## config.mk

```make
export PLATFORM = sky130hd
export DESIGN_NAME = rv_bus_arb
export DESIGN_NICKNAME = d
export VERILOG_FILES = /design/src/rtl/rv_bus_arb.sv
export SDC_FILE = /design/constraint.sdc
export NUM_CORES = 1
export LEC_CHECK = 0
export CAP_MARGIN = 20
export CORE_MARGIN = 2
export CORE_UTILIZATION = 33
export CTS_CLUSTER_SIZE = 28
export DETAILED_ROUTE_END_ITERATION = 10
export PLACE_DENSITY = 0.77
export SLEW_MARGIN = 20
export SYNTH_ARGS = -nofsm -noshare
export SYNTH_HDL_FRONTEND = slang
export SYNTH_SLANG_ARGS = --single-unit
```

## constraint.sdc

```tcl
create_clock -name i_clk -period 1.44 [get_ports i_clk]
set_clock_uncertainty 0.15 [all_clocks]
set_input_delay 0.288 -clock i_clk [delete_from_list [all_inputs] [get_ports i_clk]]
set_output_delay 0.288 -clock i_clk [all_outputs]
set_load 0.05 [all_outputs]
```

## src/rtl/rv_bus_arb.sv

```systemverilog
// rv_bus_arb -- two-requester Wishbone master arbiter.
//
// Shares a single classic Wishbone master port between an instruction
// fetch port and a load/store (data) port. Data requests win by default,
// but only for DATA_BURST_MAX consecutive grants while a fetch is waiting,
// so the fetch side cannot be starved. A transfer that gets no i_wb_ack
// within TIMEOUT_CYCLES cycles is aborted and reported through an err pulse.
//
// Ports:
//   i_clk, i_reset_n        clock, asynchronous active-low reset
//   i_if_req, i_if_adr      fetch request, word address [31:2]
//   o_if_ack, o_if_err      fetch completion / timeout pulses
//   o_if_dat                fetch read data (valid with o_if_ack)
//   i_ls_req, i_ls_we       data request, write enable
//   i_ls_adr, i_ls_dat      data byte address, write data
//   i_ls_sel                data byte lane select
//   o_ls_ack, o_ls_err      data completion / timeout pulses
//   o_ls_dat                data read data (valid with o_ls_ack)
//   o_wb_*                  registered Wishbone master outputs
//   i_wb_dat, i_wb_ack      Wishbone slave response
module rv_bus_arb #(
  parameter int unsigned TIMEOUT_CYCLES = 255,
  parameter int unsigned DATA_BURST_MAX = 2
) (
  input  logic        i_clk,
  input  logic        i_reset_n,
  input  logic        i_if_req,
  input  logic [29:0] i_if_adr,
  output logic        o_if_ack,
  output logic        o_if_err,
  output logic [31:0] o_if_dat,
  input  logic        i_ls_req,
  input  logic        i_ls_we,
  input  logic [31:0] i_ls_adr,
  input  logic [31:0] i_ls_dat,
  input  logic [3:0]  i_ls_sel,
  output logic        o_ls_ack,
  output logic        o_ls_err,
  output logic [31:0] o_ls_dat,
  output logic [31:0] o_wb_adr,
  output logic [31:0] o_wb_dat,
  output logic [3:0]  o_wb_sel,
  output logic        o_wb_we,
  output logic        o_wb_stb,
  output logic        o_wb_cyc,
  input  logic [31:0] i_wb_dat,
  input  logic        i_wb_ack
);

  typedef enum logic [1:0] {
    IDLE  = 2'd0,
    FETCH = 2'd1,
    DATA  = 2'd2
  } state_t;

  localparam logic [7:0] TMO_LAST  = 8'(TIMEOUT_CYCLES - 1);
  localparam logic [1:0] BURST_MAX = 2'(DATA_BURST_MAX);

  state_t      state_q, state_d;
  logic [1:0]  burst_q, burst_d;
  logic [7:0]  tmo_q, tmo_d;
  logic [31:0] wb_adr_q, wb_adr_d;
  logic [31:0] wb_dat_q, wb_dat_d;
  logic [3:0]  wb_sel_q, wb_sel_d;
  logic        wb_we_q, wb_we_d;
  logic        wb_cyc_q, wb_cyc_d;
  logic        if_err_q, if_err_d;
  logic        ls_err_q, ls_err_d;

  logic busy;
  logic decide;
  logic timeout;
  logic want_data;
  logic grant_data;
  logic grant_fetch;

  // Arbitration happens whenever the bus is free or is about to become
  // free this cycle (ack cycle), which gives back-to-back transfers.
  assign busy        = (state_q != IDLE);
  assign decide      = !busy || i_wb_ack;
  assign timeout     = busy && !i_wb_ack && (tmo_q == TMO_LAST);
  assign want_data   = i_ls_req && (!i_if_req || (burst_q < BURST_MAX));
  assign grant_data  = decide && want_data;
  assign grant_fetch = decide && !want_data && i_if_req;

  always_comb begin
    state_d  = state_q;
    burst_d  = burst_q;
    tmo_d    = tmo_q;
    wb_adr_d = wb_adr_q;
    wb_dat_d = wb_dat_q;
    wb_sel_d = wb_sel_q;
    wb_we_d  = wb_we_q;
    if_err_d = 1'b0;
    ls_err_d = 1'b0;

    if (grant_data) begin
      state_d  = DATA;
      wb_adr_d = i_ls_adr;
      wb_dat_d = i_ls_dat;
      wb_sel_d = i_ls_sel;
      wb_we_d  = i_ls_we;
    end else if (grant_fetch) begin
      state_d  = FETCH;
      wb_adr_d = {i_if_adr, 2'b00};
      wb_sel_d = 4'hF;
      wb_we_d  = 1'b0;
    end else if (decide) begin
      state_d = IDLE;
    end else if (timeout) begin
      state_d  = IDLE;
      if_err_d = (state_q == FETCH);
      ls_err_d = (state_q == DATA);
    end

    // Counts only while a transfer is outstanding; any grant or return to
    // IDLE restarts it.
    if (grant_data || grant_fetch || (state_d == IDLE)) begin
      tmo_d = 8'd0;
    end else begin
      tmo_d = tmo_q + 8'd1;
    end

    // The burst limit only matters while a fetch is waiting.
    if (!i_if_req || grant_fetch) begin
      burst_d = 2'd0;
    end else if (grant_data && (burst_q < BURST_MAX)) begin
      burst_d = burst_q + 2'd1;
    end

    wb_cyc_d = (state_d != IDLE);
  end

  always_ff @(posedge i_clk or negedge i_reset_n) begin
    if (!i_reset_n) begin
      state_q  <= IDLE;
      burst_q  <= 2'd0;
      tmo_q    <= 8'd0;
      wb_adr_q <= 32'd0;
      wb_dat_q <= 32'd0;
      wb_sel_q <= 4'd0;
      wb_we_q  <= 1'b0;
      wb_cyc_q <= 1'b0;
      if_err_q <= 1'b0;
      ls_err_q <= 1'b0;
    end else begin
      state_q  <= state_d;
      burst_q  <= burst_d;
      tmo_q    <= tmo_d;
      wb_adr_q <= wb_adr_d;
      wb_dat_q <= wb_dat_d;
      wb_sel_q <= wb_sel_d;
      wb_we_q  <= wb_we_d;
      wb_cyc_q <= wb_cyc_d;
      if_err_q <= if_err_d;
      ls_err_q <= ls_err_d;
    end
  end

  // Acks are steered by the current grant; an ack in IDLE goes nowhere.
  assign o_if_ack = i_wb_ack && (state_q == FETCH);
  assign o_ls_ack = i_wb_ack && (state_q == DATA);
  assign o_if_dat = i_wb_dat;
  assign o_ls_dat = i_wb_dat;
  assign o_if_err = if_err_q;
  assign o_ls_err = ls_err_q;

  assign o_wb_adr = wb_adr_q;
  assign o_wb_dat = wb_dat_q;
  assign o_wb_sel = wb_sel_q;
  assign o_wb_we  = wb_we_q;
  assign o_wb_cyc = wb_cyc_q;
  assign o_wb_stb = wb_cyc_q;

endmodule

```

==> results of run 1 <==
[report_power, final]
part,switching [mW],internal (mW)
clock,0.997,2.04
combinational,2.27,2.41
sequential,0.512,2.73
[worst min-delay path: cells and delay by family]
kind | cells | cell delay (ns)
AOI/OAI and AO/OA | 2 | 0.24
buffers and inverters | 1 | 0.23
[Yosys cell counts (all sizes together)]
cell type,number,area [um2]
nand3,4,20.0
xor2,1,8.76
nor2b,1,6.26
xnor2,2,17.5
o31a,1,8.76
o21ba,1,10.0
o31ai,30,225
a21oi,5,25.0
nand2,3,11.3
inv,2,7.51
o22a,4,35.0
o21bai,1,7.51
clkbuf,20,75.1
a31oi,32,200
a22o,3,26.3
nor3b,2,15.0
a32o,1,10.0
ha,2,25.0
and3,3,18.8
o21a,1,7.51
nand4b,1,8.76
and3b,2,17.5
nand4,31,194
buf,80,593
o21ai,2,10.0
dfrtp,84,2100
nor2,6,22.5
a21o,2,15.0
nor3,31,155
mux2,32,372
a22oi,1,7.51
and4,1,8.76
or3,2,12.5
a21bo,1,10.0
a211oi,1,7.51
a21boi,1,7.51
nand2b,2,20.0
[final cells by class]
cell class / count / area share [%]
clock buffer: 9 / 2.75
clock inverter: 7 / 1.98
inverter: 2 / 0.0915
multi-input combinational: 215 / 26.3
sequential: 84 / 25.7
tap: 172 / 2.62
timing repair buffer: 237 / 40.5
[routing by layer]
metal  up-vias  global-route usage (%)  part of all wire, %
met5         -                       0                    0
met4         0                    9.45                  2.9
met1      2002                    22.2                   35
met2       203                    36.3                   54
li1       1729                       -                    -
met3        57                    6.18                  8.0
[path summary, 6_finish.rpt]
check	depth (start not counted)	to	slack [ns]
setup / recovery	3	o_ls_ack	-0.32
hold / removal	3	state_q[1]	0.29
setup reg to reg	5	burst_q[0]	-0.31
hold reg to reg	2	tmo_q[0]	0.40
max in group asynchronous	3	o_wb_adr[23]	0.35
min in group asynchronous	3	o_wb_adr[3]	0.37
[registers in the layout, indices dropped and copies added, names as in the netlist]
signal    flops
tmo_q         8
o_if_err      1
o_wb_we       1
o_wb_sel      4
o_wb_cyc      1
burst_q       2
o_wb_adr     32
o_wb_dat     32
state_q       2
o_ls_err      1
[placed cells by master (no fill, tap or decap), types with 7 or more instances in the layout]
cell | netlist | routed
sky130_fd_sc_hd__nand4_1 | 31 | 31
sky130_fd_sc_hd__a31oi_1 | 32 | 32
sky130_fd_sc_hd__mux2_2 | 29 | 29
sky130_fd_sc_hd__nor3_2 | 0 | 21
sky130_fd_sc_hd__o31ai_2 | 0 | 7
sky130_fd_sc_hd__buf_12 | 0 | 87
sky130_fd_sc_hd__clkdlybuf4s50_1 | 0 | 100
sky130_fd_sc_hd__buf_4 | 65 | 23
sky130_fd_sc_hd__clkbuf_16 | 0 | 14
sky130_fd_sc_hd__buf_6 | 5 | 16
sky130_fd_sc_hd__o31ai_4 | 0 | 23
sky130_fd_sc_hd__dfrtp_1 | 84 | 79
[repair_timing]
| action | 4_1_cts | 5_1_grt |
|---|---|---|
| endpoints found under the hold margin | 84 | 0 |
| setup endpoints to repair | 83 | 88 |
| hold buffers | 1 | 0 |
| gates resized for setup | 60 | 80 |
| pin swaps | 13 | 50 |
| setup buffers | 7 | 12 |
| cloned | 3 | 6 |
[logic make-up (layout without fill, tap and decap cells)]
group | Yosys count | count (layout) | share of synthesized area (%)
buffers and inverters | 102 | 255 | 15.6
and+or+nand+nor | 89 | 90 | 11.8
AOI/OAI and AO/OA | 87 | 88 | 14.2
DFF | 84 | 84 | 48.6
muxes | 32 | 32 | 8.59
xor gates and xnor gates | 3 | 3 | 0.608
adders and majority gates | 2 | 2 | 0.579
[metrics by stage]
step           hold slack [ns]  instance area [um2]  std cells
2_1_floorplan           -0.158                 4370        399
3_3_place_gp             0.201                 6740        681
3_5_place_dp             0.212                 6740        681
4_1_cts                  0.374                 7520        708
5_1_grt                  0.336                 8200        726
6_report                 0.290                 8200        726
==> metrics.log, run 1 <==
INFO  metric run_status = finished, violations left
INFO  metric violations_in_the_final_reports = negative setup slack
INFO  metric ctsLongestPathBuffers = 2
INFO  metric gpl.final_weighted_congestion = around 0.84
INFO  metric setup_ws = -0.317 ns
INFO  metric layout_worst_path_cycle_share = 122%
INFO  metric avgRoutedWirePerCell = 21.9 um
INFO  metric final.min_clock_period = around 1.8 ns
INFO  metric worst_setup_path_start_kind = flop
INFO  metric worst_voltage_drop_across_the_vdd_grid = between 0.9 and 1 mV
INFO  metric synth_area_per_cell = 10.8 um2
INFO  metric antenna_violations_before_repair = 0
INFO  metric detailedRoute.firstIterationViolations = 324
INFO  metric cts_tree = built
INFO  metric synth_seq_area_share = 48.6%
INFO  metric placement.setup.worst_slack = -0.936 ns
INFO  metric grt_max_degree = 85
INFO  metric i_o_pin_count = roughly 280
INFO  metric utilization = approximately 64%
INFO  metric data_required_time_of_the_worst_path = 1.00 ns
INFO  metric critPathArrivalTime = around 1.3 ns
INFO  metric total_die_area = between 10000 and 15000 um2
INFO  metric multi_input_area = 2160 um2
INFO  metric worst_margin_slew = approximately 0.54 ns
INFO  metric crit_path_max_incr_delay = about 0.45 ns
INFO  metric die-height = ~120 um
INFO  metric grt_setup_unrepaired = yes
INFO  metric detail_route.first_pass.iterations = 4
INFO  metric htree_levels = 3
INFO  metric finalWirelength = between 15000 and 20000 um
INFO  metric critPathSlowestCell = sky130_fd_sc_hd__dfrtp_2
INFO  metric fp-row-count = 41
INFO  metric drt.antenna.violating_nets = 0
INFO  metric synthCells = approximately 400
INFO  metric synth_fp_nets = ~540
INFO  metric grt_pass1_wl = around 23000 um
INFO  metric clock.fmax = approximately 570 MHz
INFO  metric max_slew_margin = a little under two thirds
INFO  metric grt-ovfl-total = 0
INFO  metric synth.yosys.warnings = 0
INFO  metric yosys_register_bits = 84
INFO  metric floorplan.initialDensity = roughly 34%
INFO  metric slew_violations = 0
INFO  metric critPathMaxFanout = 4
INFO  metric area_occupied_by_registers = between 2000 and 2500 um2
INFO  metric syn_to_final_growth = 89.6%
INFO  metric delay_heaviest_family_cp = flip-flops
INFO  metric timing.final.setup_violations = 82
INFO  metric port_buffers = roughly 180
INFO  metric crit_start = state_q[0]
INFO  metric yosysUniqueCellTypes = between 40 and 50
INFO  metric filler_cell_count = 911
INFO  metric core = roughly 13000 um2
INFO  metric power_density = 1340 nW/um2
INFO  metric clock_sink_count = 84
INFO  metric cts.clk_slew.worst_paths = approximately 0.07 ns
INFO  metric cts_made_buffers = 9
INFO  metric hold_class = input port to flop
INFO  metric cts-root-buf = sky130_fd_sc_hd__clkbuf_16
INFO  metric grt_util_all_layers = around 20%
INFO  metric critical_path.cell_chain = buf_6 -> and3b_2 -> buf_12
INFO  metric post-dp-hpwl = between 9000 and 10000 um
INFO  metric power_leakage = around 3.3 nW
INFO  metric num-nets-final = between 600 and 700
INFO  metric final_hold_viol_count = 0
INFO  metric totalPowerFinal = 11.0 mW
INFO  metric antenna_cells = 0
INFO  metric syn_area = around 4300 um2
INFO  metric crit_type = flop to output pin
INFO  metric hold_path_startpoint = i_wb_ack
INFO  metric drt_drc_violations_left = 0
INFO  metric drive_gt1_share = 47.3%
INFO  metric timing.max_cap.violations = 0
INFO  metric timing.rr.start = state_q[0]
INFO  metric worstPathBufferInverterCount = 2
INFO  metric grt_pass1_vias = roughly 4100
INFO  metric vias = 3991
INFO  metric fin_setup_tns = -17.77 ns
INFO  metric floorplan.die.width = between 100 and 150 um
INFO  metric critical_path.endpoint_type = output pin
INFO  metric vias_per_cell = approximately 5.5
INFO  metric clock_latency = 0.34 ns
Note: power is estimated with default switching activity, not from simulation.
==> run 2: changes to the inputs <==
GPL_TIMING_DRIVEN = 0   (was unset)
MAX_ROUTING_LAYER = met4   (was unset)
==> run 2 against run 1 <==
  * The flow still finishes with violations (negative setup slack)
  * Count of clock-buffer cells in the layout grew 2
  * Critical endpoint is now o_wb_adr[5]
  * Largest power group unchanged
  * Global-route usage grew 0.64 points
  * Sequential share of layout area shrank 0.31 points
  * Register-to-register slack gained 0.06 ns
  * Largest cell class unchanged
  * Critical path depth grew 1
  * Critical path type is now flop to flop
  * Routed wire length grew 5.4%
==> metrics.log, run 2 (synthesis gave the netlist of run 1 again) <==
INFO  metric run_status = finished, violations left
INFO  metric violations_in_the_final_reports = negative setup slack
INFO  metric timing.rr.start = state_q[0]
INFO  metric totalPowerFinal = a little under 10 mW
INFO  metric hold_class = input port to flop
INFO  metric crit_start = state_q[0]
INFO  metric setup_ws = -0.252 ns
INFO  metric syn_to_final_growth = 91.6%
INFO  metric vias = roughly 4500
INFO  metric grt_util_all_layers = between 20% and 30%
INFO  metric total_die_area = between 10000 and 15000 um2
INFO  metric placed_cells_incl_taps = 813
INFO  metric floorplan.die.width = approximately 120 um
INFO  metric filler_cell_count = 999
INFO  metric timing.final.setup_violations = slightly below 80
INFO  metric die-height = ~120 um
INFO  metric power_leakage = approximately 3.5 nW
INFO  metric power_density = between 1000 and 1500 nW/um2
INFO  metric stdcell_count = 849
INFO  metric cts-root-buf = sky130_fd_sc_hd__clkbuf_16
INFO  metric slew_violations = 0
INFO  metric detail_route.first_pass.iterations = 4
INFO  metric cts_made_buffers = 9
INFO  metric most_frequent_cells_in_the_layout = 99 x sky130_fd_sc_hd__clkdlybuf4s50_1, 90 x sky130_fd_sc_hd__buf_4, 82 x sky130_fd_sc_hd__dfrtp_1
INFO  metric worst_margin_slew = 0.999 ns
INFO  metric worst_setup_path_start_kind = flop
INFO  metric port_buffers = about 240
INFO  metric detailedRoute.firstIterationViolations = ~330
INFO  metric crit_path_max_incr_delay = 0.47 ns
INFO  metric critPathArrivalTime = about 1.8 ns
INFO  metric critical_path.cell_chain = o21ba_4 -> clkbuf_16 -> o31ai_2 -> a31oi_4
INFO  metric ctsLongestPathBuffers = 2
INFO  metric layout_worst_path_cycle_share = 118%
INFO  metric final_hold_viol_count = 0
INFO  metric max_slew_margin = 33.4%
INFO  metric grt_max_degree = 50
INFO  metric antenna_violations_before_repair = 0
INFO  metric most_common_cell_after_layout_fill_and_taps_aside = sky130_fd_sc_hd__clkdlybuf4s50_1
INFO  metric drive_gt1_share = 48.2%
INFO  metric clock.fmax = 591 MHz
INFO  metric i_o_pin_count = about 280
INFO  metric fp-row-count = ~40
INFO  metric drt_drc_violations_left = 0
INFO  metric timing.max_cap.violations = 0
INFO  metric vias_per_cell = about 5.3
INFO  metric clock_sink_count = 84
INFO  metric crit_type = flop to flop
INFO  metric cts_tree = built
INFO  metric grt-ovfl-total = 0
INFO  metric hold_path_startpoint = i_if_req
INFO  metric critPathMaxFanout = 6
INFO  metric avgRoutedWirePerCell = about 20 um
INFO  metric finalHoldWorstSlack = approximately 0.056 ns
INFO  metric finalWirelength = about 17000 um
INFO  metric grt_pass1_vias = 4534
INFO  metric delay_heaviest_family_cp = compound AO/OA/AOI/OAI gates
INFO  metric fin_setup_tns = -12.33 ns
INFO  metric worst_voltage_drop_across_the_vdd_grid = 0.534 mV
INFO  metric critical_path.endpoint_type = flop
INFO  metric grt_pass1_wl = about 23000 um
INFO  metric drt.antenna.violating_nets = 0
INFO  metric grt_setup_unrepaired = yes
INFO  metric htree_levels = 3
INFO  metric core = about 13000 um2
INFO  metric antenna_cells = 0
INFO  metric floorplan.initialDensity = roughly 34%
INFO  metric cts.clk_slew.worst_paths = around 0.060 ns
INFO  metric worstPathBufferInverterCount = 1
INFO  metric critPathSlowestCell = sky130_fd_sc_hd__dfrtp_2
INFO  metric clock_latency = 0.34 ns
INFO  metric num-nets-final = 810
INFO  metric data_required_time_of_the_worst_path = around 1.5 ns
INFO  metric post-dp-hpwl = about 11000 um
INFO  metric gpl.final_weighted_congestion = between 0.8 and 0.9
INFO  metric final.min_clock_period = between 1.5 and 2 ns
run 2: changes by cell type in the layout (fill, tap and decap cells not counted), moves of 8 or more:
cell | previous run | this run
sky130_fd_sc_hd__a31oi_4 | 0 | 20
sky130_fd_sc_hd__o31ai_4 | 23 | 15
sky130_fd_sc_hd__clkbuf_4 | 0 | 17
sky130_fd_sc_hd__a31oi_1 | 32 | 11
sky130_fd_sc_hd__buf_4 | 23 | 90
sky130_fd_sc_hd__buf_12 | 87 | 8
sky130_fd_sc_hd__buf_2 | 0 | 44
sky130_fd_sc_hd__nor3_2 | 21 | 13
sky130_fd_sc_hd__dlygate4sd2_1 | 1 | 66
run 2: area by class of cell:
type                       count  area, um2  share of cell area (%)
timing repair buffer         263       2380                    28.8
multi-input combinational    213       2400                    28.9
sequential                    84       2100                    25.4
clock buffer                  11        243                    2.93
inverter                       2       7.51                  0.0906
buffer                        99        861                    10.4
clock inverter                 5       75.1                   0.906
tap                          172        215                    2.60
run 2: path summary, 6_finish.rpt:
path                                     to  slack (ns)  depth (start not counted)
max in group asynchronous        state_q[1]        0.15                          3
worst max register to register  o_wb_adr[5]       -0.25                          4
worst min register to register  o_wb_sel[3]        0.33                          1
worst min-delay path               o_wb_cyc        0.06                          2
min in group asynchronous       o_wb_dat[0]        0.32                          2
worst max-delay path            o_wb_adr[5]       -0.25                          4
run 2: where the power goes:
group	leakage [nW]	switching, mW	internal, mW
sequential	0.991	0.275	2.73
combinational	2.36	2.76	1.66
clock	0.159	0.950	1.56
run 2: metal layers:
layer / up-vias / wire length [um] / global-route usage, %
met3: 35 / 1210 / 4.78
met4: 0 / 422 / 8.41
met1: 2239 / 6530 / 25.3
met5: - / 0 / -
li1: 1975 / - / -
met2: 252 / 8560 / 34.5
run 2: timing repair:
item	in CTS	in global routing
hold buffers	1	0
endpoints found under the hold margin	35	0
gates resized for setup	511	184
buffers inserted	9	5
pin swaps	5	29
cloned	0	6
setup endpoints to repair	223	98
run 2: per-stage QoR:
stage / util, % / instance area [um2] / setup WS [ns]
after floorplan: - / 4370 / -0.140
after global placement: 55.0 / 7000 / -3.09
after detailed placement: 55.2 / 7020 / -0.855
after CTS: 56.7 / 7220 / -0.220
after global routing: 65.1 / 8290 / -0.312
final: 65.1 / 8290 / -0.252
==> run 3: changes to the inputs <==
ABC_AREA = 1   (was unset)
PLACE_DENSITY = 0.78   (was 0.77)
==> run 3 against run 2 <==
  * The flow still finishes with violations (negative setup slack)
  * Register-to-register slack gained 0.06 ns
  * Critical path depth grew 3
  * Cell area shrank 8.1%
  * Synthesized area shrank 4.1%
  * Routed wire length shrank 14%
  * Hold slack gained 0.24 ns
==> metrics.log, run 3 <==
INFO  metric avgRoutedWirePerCell = between 15 and 20 um
INFO  metric worst_setup_path_start_kind = flop
INFO  metric power_density = around 1300 nW/um2
INFO  metric detailroute.wirelength.met3 = just over 1000 um
INFO  metric slew_violations = 0
INFO  metric ctsLongestPathBuffers = 2
INFO  metric timing.rr.start = state_q[0]
INFO  metric grt_pass1_vias = roughly 4300
INFO  metric most_common_cell_after_layout_fill_and_taps_aside = sky130_fd_sc_hd__nand2_1
INFO  metric r2r-end = o_wb_dat[26]
INFO  metric drt_drc_violations_left = 0
INFO  metric finalHoldWorstSlack = between 0.2 and 0.3 ns
INFO  metric cts-root-buf = sky130_fd_sc_hd__clkbuf_16
INFO  metric most_frequent_cells_in_the_layout = 139 x sky130_fd_sc_hd__nand2_1, 100 x sky130_fd_sc_hd__clkdlybuf4s50_1, 82 x sky130_fd_sc_hd__dfrtp_1
INFO  metric num-nets-final = 918
INFO  metric critPathMaxFanout = 7
INFO  metric clock_sink_count = 84
INFO  metric drive_gt1_share = between 30% and 40%
INFO  metric synth.yosys.warnings = 0
INFO  metric run_status = finished, violations left
INFO  metric reg2reg_depth = 7
INFO  metric critPathArrivalTime = about 1.7 ns
INFO  metric synth-edff-count = 0
INFO  metric detailedRoute.firstIterationViolations = 154
INFO  metric htree_levels = 3
INFO  metric fin_setup_tns = -11.23 ns
INFO  metric post-synth-top-area-cell = sky130_fd_sc_hd__dfrtp_1
INFO  metric final.min_clock_period = about 1.6 ns
INFO  metric share_of_yosys_cell_area_claimed_by_the_top_area_cell_type = approximately 51%
INFO  metric netlist_top_cells_count = 166 x sky130_fd_sc_hd__nand2_1, 84 x sky130_fd_sc_hd__dfrtp_1, 73 x sky130_fd_sc_hd__buf_4
INFO  metric worst_voltage_drop_across_the_vdd_grid = about 0.56 mV
INFO  metric grt_pass1_wl = between 20000 and 25000 um
INFO  metric setup.worst_path.end = o_wb_dat[26]
INFO  metric timing.final.setup_violations = a little over 80
INFO  metric detail_route.first_pass.iterations = 4
INFO  metric port_buffers = about 240
INFO  metric grt_max_degree = 48
INFO  metric most_used_standard_cell_by_instance_count_after_synthesis = sky130_fd_sc_hd__nand2_1
INFO  metric die-height = 116 um
INFO  metric crit_start = state_q[0]
INFO  metric max_slew_margin = 66.0%
INFO  metric vias = ~4200
INFO  metric most_used_dff_post_synth = sky130_fd_sc_hd__dfrtp_1
INFO  metric vias_per_cell = approximately 4.4
INFO  metric grt_util_all_layers = around a fifth
INFO  metric syn_area = approximately 4100 um2
INFO  metric total_die_area = 13500 um2
INFO  metric post-dp-hpwl = 10200 um
INFO  metric finalWirelength = around 14000 um
INFO  metric cts_tree = built
INFO  metric clock.fmax = slightly above 600 MHz
INFO  metric crit_type = flop to flop
INFO  metric final_hold_viol_count = 0
INFO  metric filler_cell_count = between 1000 and 1500
INFO  metric route.layer.met1.wl = around 5500 um
INFO  metric critical_path.endpoint_type = flop
INFO  metric i_o_pin_count = 275
INFO  metric yosysUniqueCellTypes = 22
INFO  metric violations_in_the_final_reports = negative setup slack
INFO  metric totalPowerFinal = between 9 and 10 mW
INFO  metric antenna_violations_before_repair = 0
INFO  metric cts.clk_slew.worst_paths = approximately 0.06 ns
INFO  metric asyncSetResetFlopFracSynth = 100%
INFO  metric layout_worst_path_cycle_share = 113%
INFO  metric synth_area_per_cell = 8.36 um2
INFO  metric timing.max_cap.violations = 0
INFO  metric placement.setup.worst_slack = -0.953 ns
INFO  metric cts_made_buffers = 9
INFO  metric hold_class = input port to asynchronous set/reset pin
INFO  metric synth_fp_nets = 634
INFO  metric data_required_time_of_the_worst_path = around 1.5 ns
INFO  metric synth.area.top_cells = sky130_fd_sc_hd__dfrtp_1 51%, sky130_fd_sc_hd__nand2_1 15%, sky130_fd_sc_hd__buf_4 13%
INFO  metric grt-ovfl-total = 0
INFO  metric floorplan.die.width = about 120 um
INFO  metric drt.antenna.violating_nets = 0
INFO  metric clock_latency = 0.33 ns
INFO  metric r2r_slack = -0.19 ns
INFO  metric worst_margin_slew = 0.512 ns
INFO  metric setup_ws = -0.188 ns
INFO  metric floorplan.initialDensity = approximately a third
INFO  metric synthCells = roughly 500
INFO  metric power_leakage = roughly 3.9 nW
INFO  metric synth_seq_area_share = between 50 and 60%
INFO  metric core = between 10000 and 15000 um2
INFO  metric syn_to_final_growth = 83.7%
INFO  metric met2_wirelength = around 7600 um
INFO  metric yosys_register_bits = 84
INFO  metric antenna_cells = 0
INFO  metric grt_setup_unrepaired = yes
INFO  metric fp-row-count = 40
INFO  metric gpl.final_weighted_congestion = between 0.8 and 0.9
INFO  metric topmost_layer_with_routed_signal_wires = met4
==> run 3: how the worst min path moves through the flow <==
stage	cells past startpoint	slack [ns]	endpoint
after floorplan	0	-0.16	burst_q[0]
after global placement	2	0.30	o_wb_dat[24]
after detailed placement	1	0.20	o_wb_dat[0]
after CTS	3	0.27	burst_q[0]
after global routing	3	0.31	burst_q[0]
final	2	0.30	o_wb_dat[0]
==> run 3: routing by layer <==
layer  GRT usage [%]  vias to the layer above
met5               -                        -
met2            35.6                      182
li1                -                     2039
met1            22.4                     1988
met4            8.81                        0
met3            4.24                       20
==> run 3: where the power goes <==
part	total, mW	switching (mW)	internal (mW)
Combinational	4.01	2.64	1.37
Clock	2.59	0.894	1.70
Sequential	2.98	0.243	2.73
Total	9.57	3.78	5.80
==> run 3: kinds of logic after synthesis <==
logic type | share of synthesized area, %
buf+inv | 19.0
simple gates | 19.0
xor+xnor | 1.48
flops | 50.7
fa+ha+maj | 0.604
compound gates | 9.24
==> run 3: layout make-up <==
cell class	instances	area, um2	share of cell area [%]
plain buffers	84	792	10.4
clock buffers	12	236	3.10
clock inverters	4	97.6	1.28
inverters	46	180	2.37
multi-input cells	284	1570	20.6
flip-flops and latches	84	2100	27.6
well taps	168	210	2.76
repair buffers	271	2430	31.9
==> run 3: what timing repair did <==
| item | 4_1_cts | 5_1_grt |
|---|---|---|
| setup endpoints to repair | 221 | 102 |
| gates resized for setup | 543 | 100 |
| buffers inserted | 12 | 4 |
| hold endpoints to repair | 46 | 0 |
| hold buffers | 1 | 0 |
| pin swaps | 9 | 11 |
| cloned | 5 | 8 |
==> run 3: critical path: stages, from the launching register on <==
cell                        delay [ns]
sky130_fd_sc_hd__dfrtp_2          0.46
sky130_fd_sc_hd__o21ai_4          0.24
sky130_fd_sc_hd__buf_6            0.15
sky130_fd_sc_hd__nand2_8          0.08
sky130_fd_sc_hd__buf_12           0.17
sky130_fd_sc_hd__clkbuf_16        0.16
sky130_fd_sc_hd__nand2_2          0.05
sky130_fd_sc_hd__nand2_1          0.05
==> run 3: per-stage QoR <==
stage / cells / cell area [um2] / utilization (%)
floorplan: 496 / 4170 / -
global placement: 906 / 6800 / 56.2
detailed placement: 907 / 6820 / 56.3
CTS: 941 / 7170 / 59.2
global route: 953 / 7620 / 62.9
finish: 953 / 7620 / 62.9
